**config.mk**
```make
export PLATFORM = sky130hd
export DESIGN_NAME = player_action_encoder
export DESIGN_NICKNAME = d
export VERILOG_FILES = /design/src/rtl/player_action_encoder.sv
export SDC_FILE = /design/constraint.sdc
export NUM_CORES = 1
export LEC_CHECK = 0
export ABC_AREA = 1
export CAP_MARGIN = 20
export CORE_MARGIN = 2
export CORE_UTILIZATION = 56
export DETAILED_ROUTE_END_ITERATION = 10
export PLACE_DENSITY = 0.77
export SETUP_SLACK_MARGIN = 0.4
export SYNTH_ARGS = -nofsm -noshare
export SYNTH_HDL_FRONTEND = slang
export SYNTH_SLANG_ARGS = --single-unit
```
**constraint.sdc**
```tcl
create_clock -name clk -period 1.2 [get_ports clk]
set_input_delay 0.24 -clock clk [delete_from_list [all_inputs] [get_ports clk]]
set_output_delay 0.24 -clock clk [all_outputs]
set_load 0.01 [all_outputs]
```
**src/rtl/player_action_encoder.sv**
```systemverilog
// -----------------------------------------------------------------------------
// player_action_encoder
//
// Turns one player's raw push-buttons into a one-hot action code, one action
// per game tick. The path is: 2-flop synchroniser, per-button debounce,
// rising-edge detection, press latching between ticks, priority selection at
// the tick, and an attack cooldown that blocks PUNCH/KICK for a few ticks
// after one has been emitted.
//
// Button / action bit order: {MOVE_RIGHT, MOVE_LEFT, WAIT, JUMP, KICK, PUNCH}.
// JUMP/KICK/PUNCH act on a press edge only. MOVE_LEFT/MOVE_RIGHT/WAIT also act
// while held at the tick.
//
// Optional build macro:
//   ACTION_FIFO_EN  replaces the sticky pending mask with a 4-entry in-order
//                   queue of edge-only presses (one entry popped per tick) and
//                   enables the sticky overflow flag action_ovf.
//
// Parameters:
//   DEBOUNCE_CYCLES  consecutive differing synchronised samples before a
//                    button's stable level follows them (>= 1)
//   COOLDOWN_TICKS   ticks after an emitted PUNCH/KICK during which further
//                    PUNCH/KICK are blocked (0 disables the cooldown)
//   MIRROR           1 swaps MOVE_LEFT/MOVE_RIGHT at the output
//
// Ports:
//   clk             clock
//   rst_n           asynchronous active-low reset
//   btn_raw[5:0]    raw asynchronous button levels
//   tick            one-cycle game-step strobe
//   action_out[5:0] one-hot action chosen at the last tick (000000 = idle)
//   action_valid    pulses on the cycle action_out is updated
//   attack_blocked  pulses when a PUNCH/KICK was discarded by the cooldown
//   action_ovf      sticky queue overflow (constant 0 without ACTION_FIFO_EN)
// -----------------------------------------------------------------------------
`timescale 1ns/1ps

module player_action_encoder #(
    parameter int DEBOUNCE_CYCLES = 4,
    parameter int COOLDOWN_TICKS  = 2,
    parameter bit MIRROR          = 1'b0
) (
    input  logic       clk,
    input  logic       rst_n,
    input  logic [5:0] btn_raw,
    input  logic       tick,
    output logic [5:0] action_out,
    output logic       action_valid,
    output logic       attack_blocked,
    output logic       action_ovf
);

    localparam int DBW = $clog2(DEBOUNCE_CYCLES + 1);
    localparam int CDW = (COOLDOWN_TICKS > 0) ? $clog2(COOLDOWN_TICKS + 1) : 1;

    localparam logic [DBW-1:0] DB_LAST    = DBW'(DEBOUNCE_CYCLES - 1);
    localparam logic [CDW-1:0] CD_INIT    = CDW'(COOLDOWN_TICKS);
    localparam logic [5:0]     LEVEL_MASK  = 6'b111000;
    localparam logic [5:0]     ATTACK_MASK = 6'b000011;

    typedef enum logic {
        ST_READY    = 1'b0,
        ST_COOLDOWN = 1'b1
    } state_t;

    // -------------------------------------------------------------------------
    // Synchroniser
    // -------------------------------------------------------------------------
    logic [5:0] r_sync1;
    logic [5:0] r_sync2;

    // NOTE: clocked state uses non-blocking assignments so every flop samples
    // the pre-edge value of its source, independent of statement order.
    always_ff @(posedge clk or negedge rst_n) begin
        if (!rst_n) begin
            r_sync1 <= '0;
            r_sync2 <= '0;
        end else begin
            r_sync1 <= btn_raw;
            r_sync2 <= r_sync1;
        end
    end

    // -------------------------------------------------------------------------
    // Debounce and press-edge detection
    // -------------------------------------------------------------------------
    logic [DBW-1:0] r_db_cnt [6];
    logic [5:0]     r_stable;
    logic [5:0]     r_stable_d;
    logic [5:0]     w_press;

    always_ff @(posedge clk or negedge rst_n) begin
        if (!rst_n) begin
            for (int i = 0; i < 6; i++) begin
                r_db_cnt[i] <= '0;
            end
            r_stable   <= '0;
            r_stable_d <= '0;
        end else begin
            r_stable_d <= r_stable;
            for (int i = 0; i < 6; i++) begin
                if (r_sync2[i] == r_stable[i]) begin
                    r_db_cnt[i] <= '0;
                end else if (r_db_cnt[i] == DB_LAST) begin
                    // This differing sample is the DEBOUNCE_CYCLES-th in a row.
                    r_stable[i] <= r_sync2[i];
                    r_db_cnt[i] <= '0;
                end else begin
                    r_db_cnt[i] <= r_db_cnt[i] + 1'b1;
                end
            end
        end
    end

    // Held high for exactly one cycle after the stable level rises.
    assign w_press = r_stable & ~r_stable_d;

    // -------------------------------------------------------------------------
    // Press latching between ticks -> candidate set seen at the tick
    // -------------------------------------------------------------------------
    logic [5:0] w_cand;

`ifdef ACTION_FIFO_EN
    // Each cycle's edge-only presses form one queue entry; simultaneous
    // presses share an entry and are resolved by priority when popped.
    logic [2:0] r_q_mem [4];
    logic [1:0] r_q_rd;
    logic [1:0] r_q_wr;
    logic [2:0] r_q_cnt;
    logic       r_ovf;
    logic [2:0] w_push_mask;
    logic [2:0] w_head;
    logic       w_push;
    logic       w_q_empty;
    logic       w_q_full;
    logic       w_pop;
    logic       w_bypass;
    logic       w_store;

    assign w_push_mask = w_press[2:0];
    assign w_push      = |w_push_mask;
    assign w_q_empty   = (r_q_cnt == 3'd0);
    assign w_q_full    = (r_q_cnt == 3'd4);
    assign w_pop       = tick && !w_q_empty;
    // An empty queue hands a press arriving on the tick cycle straight through.
    assign w_bypass    = tick && w_q_empty && w_push;
    // A pop on a full queue frees the slot the simultaneous push then takes.
    assign w_store     = w_push && !w_bypass && (!w_q_full || w_pop);
    assign w_head      = w_pop    ? r_q_mem[r_q_rd] :
                         w_bypass ? w_push_mask     : 3'b000;
    assign w_cand      = {r_stable[5:3], w_head};

    // NOTE: the queue storage is not reset; the count and pointers decide
    // which entries are meaningful, so stale contents are never observed.
    always_ff @(posedge clk) begin
        if (w_store) begin
            r_q_mem[r_q_wr] <= w_push_mask;
        end
    end

    always_ff @(posedge clk or negedge rst_n) begin
        if (!rst_n) begin
            r_q_rd  <= '0;
            r_q_wr  <= '0;
            r_q_cnt <= '0;
            r_ovf   <= 1'b0;
        end else begin
            if (w_pop) begin
                r_q_rd <= r_q_rd + 1'b1;
            end
            if (w_store) begin
                r_q_wr <= r_q_wr + 1'b1;
            end
            r_q_cnt <= r_q_cnt + {2'b00, w_store} - {2'b00, w_pop};
            if (w_push && w_q_full && !w_pop) begin
                r_ovf <= 1'b1;
            end
        end
    end

    assign action_ovf = r_ovf;
`else
    logic [5:0] r_pending;

    // A press on the tick cycle is folded into this tick, and everything
    // pending is dropped at the tick whether or not it was chosen.
    assign w_cand = r_pending | w_press | (r_stable & LEVEL_MASK);

    always_ff @(posedge clk or negedge rst_n) begin
        if (!rst_n) begin
            r_pending <= '0;
        end else if (tick) begin
            r_pending <= '0;
        end else begin
            r_pending <= r_pending | w_press;
        end
    end

    assign action_ovf = 1'b0;
`endif

    // -------------------------------------------------------------------------
    // Selection: PUNCH > KICK > JUMP > MOVE_LEFT > MOVE_RIGHT > WAIT,
    // with opposing moves cancelling each other.
    // -------------------------------------------------------------------------
    function automatic logic [5:0] f_select(input logic [5:0] cand);
        logic [5:0] m;
        m = cand;
        if (m[5] && m[4]) begin
            m[5:4] = 2'b00;
        end
        f_select = 6'b000000;
        if      (m[0]) f_select = 6'b000001;
        else if (m[1]) f_select = 6'b000010;
        else if (m[2]) f_select = 6'b000100;
        else if (m[4]) f_select = 6'b010000;
        else if (m[5]) f_select = 6'b100000;
        else if (m[3]) f_select = 6'b001000;
    endfunction

    // -------------------------------------------------------------------------
    // Cooldown FSM
    // -------------------------------------------------------------------------
    state_t         r_state;
    state_t         w_state_next;
    logic [CDW-1:0] r_cd_cnt;
    logic [CDW-1:0] w_cd_next;
    logic [5:0]     w_eff;
    logic [5:0]     w_sel;
    logic [5:0]     w_out;
    logic           w_blocked;
    logic [5:0]     r_action;
    logic           r_valid;
    logic           r_blocked;

    // NOTE: every signal written here gets a default first, so no path can
    // leave one unassigned and infer a latch.
    always_comb begin
        w_state_next = r_state;
        w_cd_next    = r_cd_cnt;
        w_blocked    = 1'b0;
        w_eff        = w_cand;
        w_sel        = 6'b000000;
        if (tick) begin
            if (r_state == ST_COOLDOWN) begin
                w_eff     = w_cand & ~ATTACK_MASK;
                w_blocked = |(w_cand & ATTACK_MASK);
                w_cd_next = r_cd_cnt - 1'b1;
                // Still masked on the tick that empties the counter.
                if (r_cd_cnt == CDW'(1)) begin
                    w_state_next = ST_READY;
                end
            end
            w_sel = f_select(w_eff);
            if ((r_state == ST_READY) && (|(w_sel & ATTACK_MASK)) &&
                (COOLDOWN_TICKS > 0)) begin
                w_state_next = ST_COOLDOWN;
                w_cd_next    = CD_INIT;
            end
        end
    end

    // Mirroring happens after selection so priority keeps the un-mirrored order.
    assign w_out = MIRROR ? {w_sel[4], w_sel[5], w_sel[3:0]} : w_sel;

    always_ff @(posedge clk or negedge rst_n) begin
        if (!rst_n) begin
            r_state   <= ST_READY;
            r_cd_cnt  <= '0;
            r_action  <= '0;
            r_valid   <= 1'b0;
            r_blocked <= 1'b0;
        end else begin
            r_state   <= w_state_next;
            r_cd_cnt  <= w_cd_next;
            r_valid   <= tick;
            r_blocked <= w_blocked;
            if (tick) begin
                r_action <= w_out;
            end
        end
    end

    assign action_out     = r_action;
    assign action_valid   = r_valid;
    assign attack_blocked = r_blocked;

endmodule

```
After elaboration in Yosys (flattened, before gate mapping)
Cells that the tools add are included.

cells by class
  $mul = 0
  eq/ne operators = 13
  mux-type cells = 31
  shifts and indexed selects = 0
  div/mod/pow operators = 0
  bitwise gates (word level) = 11
  $add $sub $neg = 7
  reductions and logical operators = 12
  magnitude comparators = 0

operators by type and width
  kind                                                  count
  2-to-1 mux 6 bit                                      8
  2-to-1 mux 3 bit                                      12
  adder 3 x 1 -> 3 bit (second input constant)          6
  equality test 3 x 2 -> 1 bit (second input constant)  6
  AND reduction 2 bit                                   7
  OR 6 bit                                              2
  2-to-1 mux 2 bit                                      5
  inverter 1 bit                                        7
  AND 6 bit                                             1
  equality test 1 bit                                   6
  inverter 6 bit                                        1
  2-to-1 mux 1 bit                                      5
  2-to-1 mux 4 bit                                      1
  OR reduction 2 bit                                    2
  equality test 2 x 1 -> 1 bit (second input constant)  1
  logical AND 1 bit                                     2
  nonzero test 2 bit                                    1
  subtractor 2 x 1 -> 2 bit (second input constant)     1

storage, ports and cells
  memories kept = 0
  output and inout bits = 9
  memory bits (writable) = 0
  latch bits = 0
  input port bits = 9
  word-level logic and storage cells = 95
  register bits = 59
  bits in read-only memories = 0

Logic depth before layout (Yosys ltp)
  word-level depth = 19
  depth in mapped cells = 8
  depth with buffers taken out = 8

Least setup slack after synthesis
OpenSTA, ideal clock, no wires.

  path kind = register -> register
  start = register r_db_cnt[0] (netlist bit)
  end = register r_stable[5]
  stages on the path, launching flop included = 4
  buffers on the path = 0
  setup time = 128 ps
  arrival time = 969 ps
  data required time = 1,072 ps
  slack = 103 ps
  cell sequence = dfrtp_1 > ha_1 > nand2_1 > mux2_1

between the ends
  longest elaborated chain between the ends = 2

ends and longest elaborated chain
  what                               RTL line  text
  from (decl)                        87        logic [DBW-1:0] r_db_cnt [6];
  from (signal, indexed assignment)  109       r_db_cnt[i] <= r_db_cnt[i] + 1'b1;
  equality test 3 x 2 -> 1 bit       104       end else if (r_db_cnt[i] == DB_LAST) begin
  AND reduction 2 bit (no line)      -
  to (signal, indexed assignment)    106       r_stable[i] <= r_sync2[i];
  to (decl)                          88        logic [5:0] r_stable;

No other way between the ends.
A chain may end at the register's enable or synchronous reset.

Worst setup path in the final report
  start = register r_stable[1]
  end = register r_cd_cnt[0]

between the ends
  longest elaborated chain between the ends = 12
  elaborated cells between the ends (all ways) = 13

ends and longest elaborated chain
  what                           RTL line  text
  AND 6 bit *                    116       assign w_press = r_stable & ~r_stable_d;
  OR 6 bit * (2 in series)       187       assign w_cand = r_pending | w_press | (r_stable & LEVEL_MASK);
  2-to-1 mux 2 bit *             245       if (r_state == ST_COOLDOWN) begin
  2-to-1 mux 6 bit *             244       if (tick) begin
  2-to-1 mux 6 bit *             214       else if (m[1]) f_select = 6'b000010;
  2-to-1 mux 6 bit *             213       if (m[0]) f_select = 6'b000001;
  2-to-1 mux 6 bit *             244
  OR reduction 2 bit *           255       if ((r_state == ST_READY) && (|(w_sel & ATTACK_MASK)) &&
  logical AND 1 bit *            255
  nonzero test 2 bit (no line)   -
  AND reduction 2 bit (no line)  -
  to (signal assigned)           275       r_cd_cnt <= w_cd_next;
  to (decl)                      226       logic [CDW-1:0] r_cd_cnt;

Every way passes the cells marked *; elsewhere a longest branch is shown, timed or not. The select of a mux whose other input is x is not followed.

==> flow_summary.yaml <==
cts:
  clk_pin_slew_ns: 0.06
  cts-root-buf: "clkbuf_8"
  cts_buffer_depth: 2
  insertion_delay_ns: 0.33
  cts_tree: "done"
  numCtsBuffers: 9
  cts_sinks: 59
  ctsHtreeMaxLevel: 3
hold_path:
  whs_path_depth: 1
  min_to: "action_valid"
  min_path_type: "input pin to register"
  hold_start: "tick"
floorplanning:
  die_w_microns: 66.7
  fp.dieH_microns: 66.7
  dieArea_sq_mm: 0.00445
  pin_count: 18
  num_rows: 22
  core_area_sq_mm: 0.00372
  start_util_pct: 59.3
final_layout:
  fin_nets: 264
  area_delta_synth_final_pct: 49.3
  layout-drive-gt1-share_pct: 54.0
  utilization_pct: 88.6
  diodes: 0
placed_design:
  dp_hpwl_microns: 2390
  place.port_buffers: 16
  globalplace.congestion: 0.808
worst_setup_path:
  worst-setup-path-type: "register to register"
  regToRegSetupSlack_ns: 0.05
  start_kind: "register"
  required_ns: 1.45
  r2r-end: "r_cd_cnt[0]"
  cp-end-kind: "register"
  r2r-start: "r_stable[1]"
  arrival_ns: 1.40
  crit_start: "r_stable[1]"
  path_max_fanout: 4
  r2r_cells: 7
routing:
  totalWireLength_microns: 5480
  vias: 1598
  viasPerCell: 5.36
  firstDrtPassIters: 4
  drtIter0Drc: 105
  drc_errors: 0
  wl_per_cell_microns: 18.4
  ant_nets: 0
grt:
  grt_pass1_vias: 1640
  antenna_found_initial: 0
  grt_max_degree: 60
  grt_pass1_wl_microns: 7480
  gr-total-overflow: 0
  grt_util_all_layers_pct: 24.1
pwr:
  p_switching_mw: 3.05
  p_int_mw: 5.33
  swShare_pct: 36.4
  pwr-share-comb_pct: 45.1
  leakagePower_nw: 1.55
  seqPwrFrac_pct: 37.4
  p_clk_share_pct: 17.5
  power_density_mw_per_mm2: 2550
  ir_worst_vdd_mv: 1.55
yosys:
  yosys-top-cells-area: "dfrtp_1 (67%), nand2_1 (5.1%), ha_1 (4.0%), inv_1 (3.2%), mux2_1 (2.6%)"
  syn-cell-area_sq_mm: 0.00220
  syn_area_per_cell_sq_um: 11.8
  synth_top_area_share_pct: 67.0
  ys.warnings.count: 0
  yosysTopAreaCell: "dfrtp_1"
  syn_inst: 187
  yosysSeqAreaShare_pct: 67.0
  synth-seq-cells: 59
  yosys.cell_types.count: 27
  synth_fp_nets: 203
timing:
  setup_viol: 0
  hold_viol: 0
  clock.fmax_mhz: 871
  rsz0062_at_grt: "true"
  slew_violations: 0
  hold-worst-slack_ns: 0.177
  fin_crit_sh_pct: 95.7
  period_needed_ns: 1.15
  finClkSkew_ns: 0.00707
outcome:
  status: "complete, no violations"
flow_run:
  cap_viol_max_count: 0
==> power by group through the flow <==
stage                     registers, mW  logic, mW  clock network [mW]
after global routing               3.19       4.06                1.58
after CTS                          3.03       2.78                1.44
after global placement             3.02       1.90                   0
final                              3.14       3.78                1.46
after detailed placement           3.07       2.04                   0
after floorplan                    3.01       1.45                   0
==> cell type report <==
cell class	instances	area, sq um
Sequential cell	59	1480
Multi-Input combinational cell	101	1040
Timing Repair Buffer	52	463
Fill cell	144	425
Clock buffer	13	149
Inverter	25	97.6
Tap cell	48	60.1
==> cell usage in the layout, fill, tap and decap left out, drive strengths merged <==
master         count
conb               1
clkinv             2
nand3              3
dfrtp             59
nand2             36
nand4              1
nor2              15
clkbuf            14
a22oi              1
dlygate4sd3        1
a31oi              2
a211oi             1
ha                 7
clkdlybuf4s50      6
nand3b             1
buf               44
xnor2              6
nor3               7
nor3b              5
inv               23
a21oi              5
mux2               5
o21ai              5
==> sequential cells by signal (all words and copies together), names as in the netlist <==
name and count:
attack_blocked 1, r_sync1 6, r_cd_cnt 2, action_out 6, r_state 1, r_db_cnt 18
r_stable 6, r_pending 6, action_valid 1, r_stable_d 6, r_sync2 6
==> critical path: stages (launching register included) <==
cell	delay (ns)
dfrtp_1	0.43
nand2_2	0.11
nand2_4	0.08
inv_2	0.08
nand2_2	0.07
nand2_4	0.09
nand2_1	0.07
a21oi_1	0.15
==> timing repair <==
action / 4_1_cts / 5_1_grt
setup buffers: 17 / 14
hold endpoints to repair: 59 / 0
setup endpoints to repair: 48 / 48
hold buffers: 1 / 0
gates resized for setup: 67 / 37
pin swaps: 15 / 23
==> Yosys cell counts, drive strengths merged <==
master / count
mux2: 5
nand4: 1
nor2: 15
nand2: 36
nand3b: 1
nor3b: 5
dfrtp: 59
xnor2: 6
a21oi: 5
nor3: 7
ha: 7
o21ai: 5
inv: 23
a31oi: 2
a22oi: 1
buf: 2
nand3: 3
conb: 1
clkinv: 2
a211oi: 1
==> how the worst max path moves through the flow <==
stage                         end  slack, ns  cells past startpoint
floorplan             r_stable[2]       0.17                      3
global placement      r_cd_cnt[0]      -0.15                      5
detailed placement    r_cd_cnt[0]      -0.25                      5
CTS                 action_out[5]        0.1                      1
global route          r_cd_cnt[0]      -0.05                      7
finish                r_cd_cnt[0]       0.05                      7
==> logic make-up after synthesis <==
logic type	Yosys count	share of synthesized area, %
adder cells (fa/ha/maj)	7	3.97
flip-flops	59	67.0
AND/OR/NAND/NOR	68	14.9
multiplexers	5	2.55
buffers and inverters	27	4.99
other	1	0.170
XOR/XNOR	6	2.38
AO/OA/AOI/OAI	14	4.09
==> per-layer routing <==
metal | routed length [microns] | track usage [%]
met5 | 0 | 0
met4 | 289 | 15.1
met3 | 265 | 5.41
met2 | 2780 | 41.6
met1 | 2150 | 26.7
==> through the flow <==
stage          area (sq um)  setup WS [ns]  instances  TNS [ns]  power (mW)
5_1_grt                3290        -0.0490        298   -0.0490        8.83
3_5_place_dp           2580         -0.250        253     -2.25        5.11
6_report               3290         0.0517        298         0        8.38
2_1_floorplan          2340          0.174        187         0        4.46
3_3_place_gp           2580         -0.152        253     -1.41        4.92
4_1_cts                3020         0.0955        284         0        7.25
Note: power is estimated with default switching activity, not from simulation.
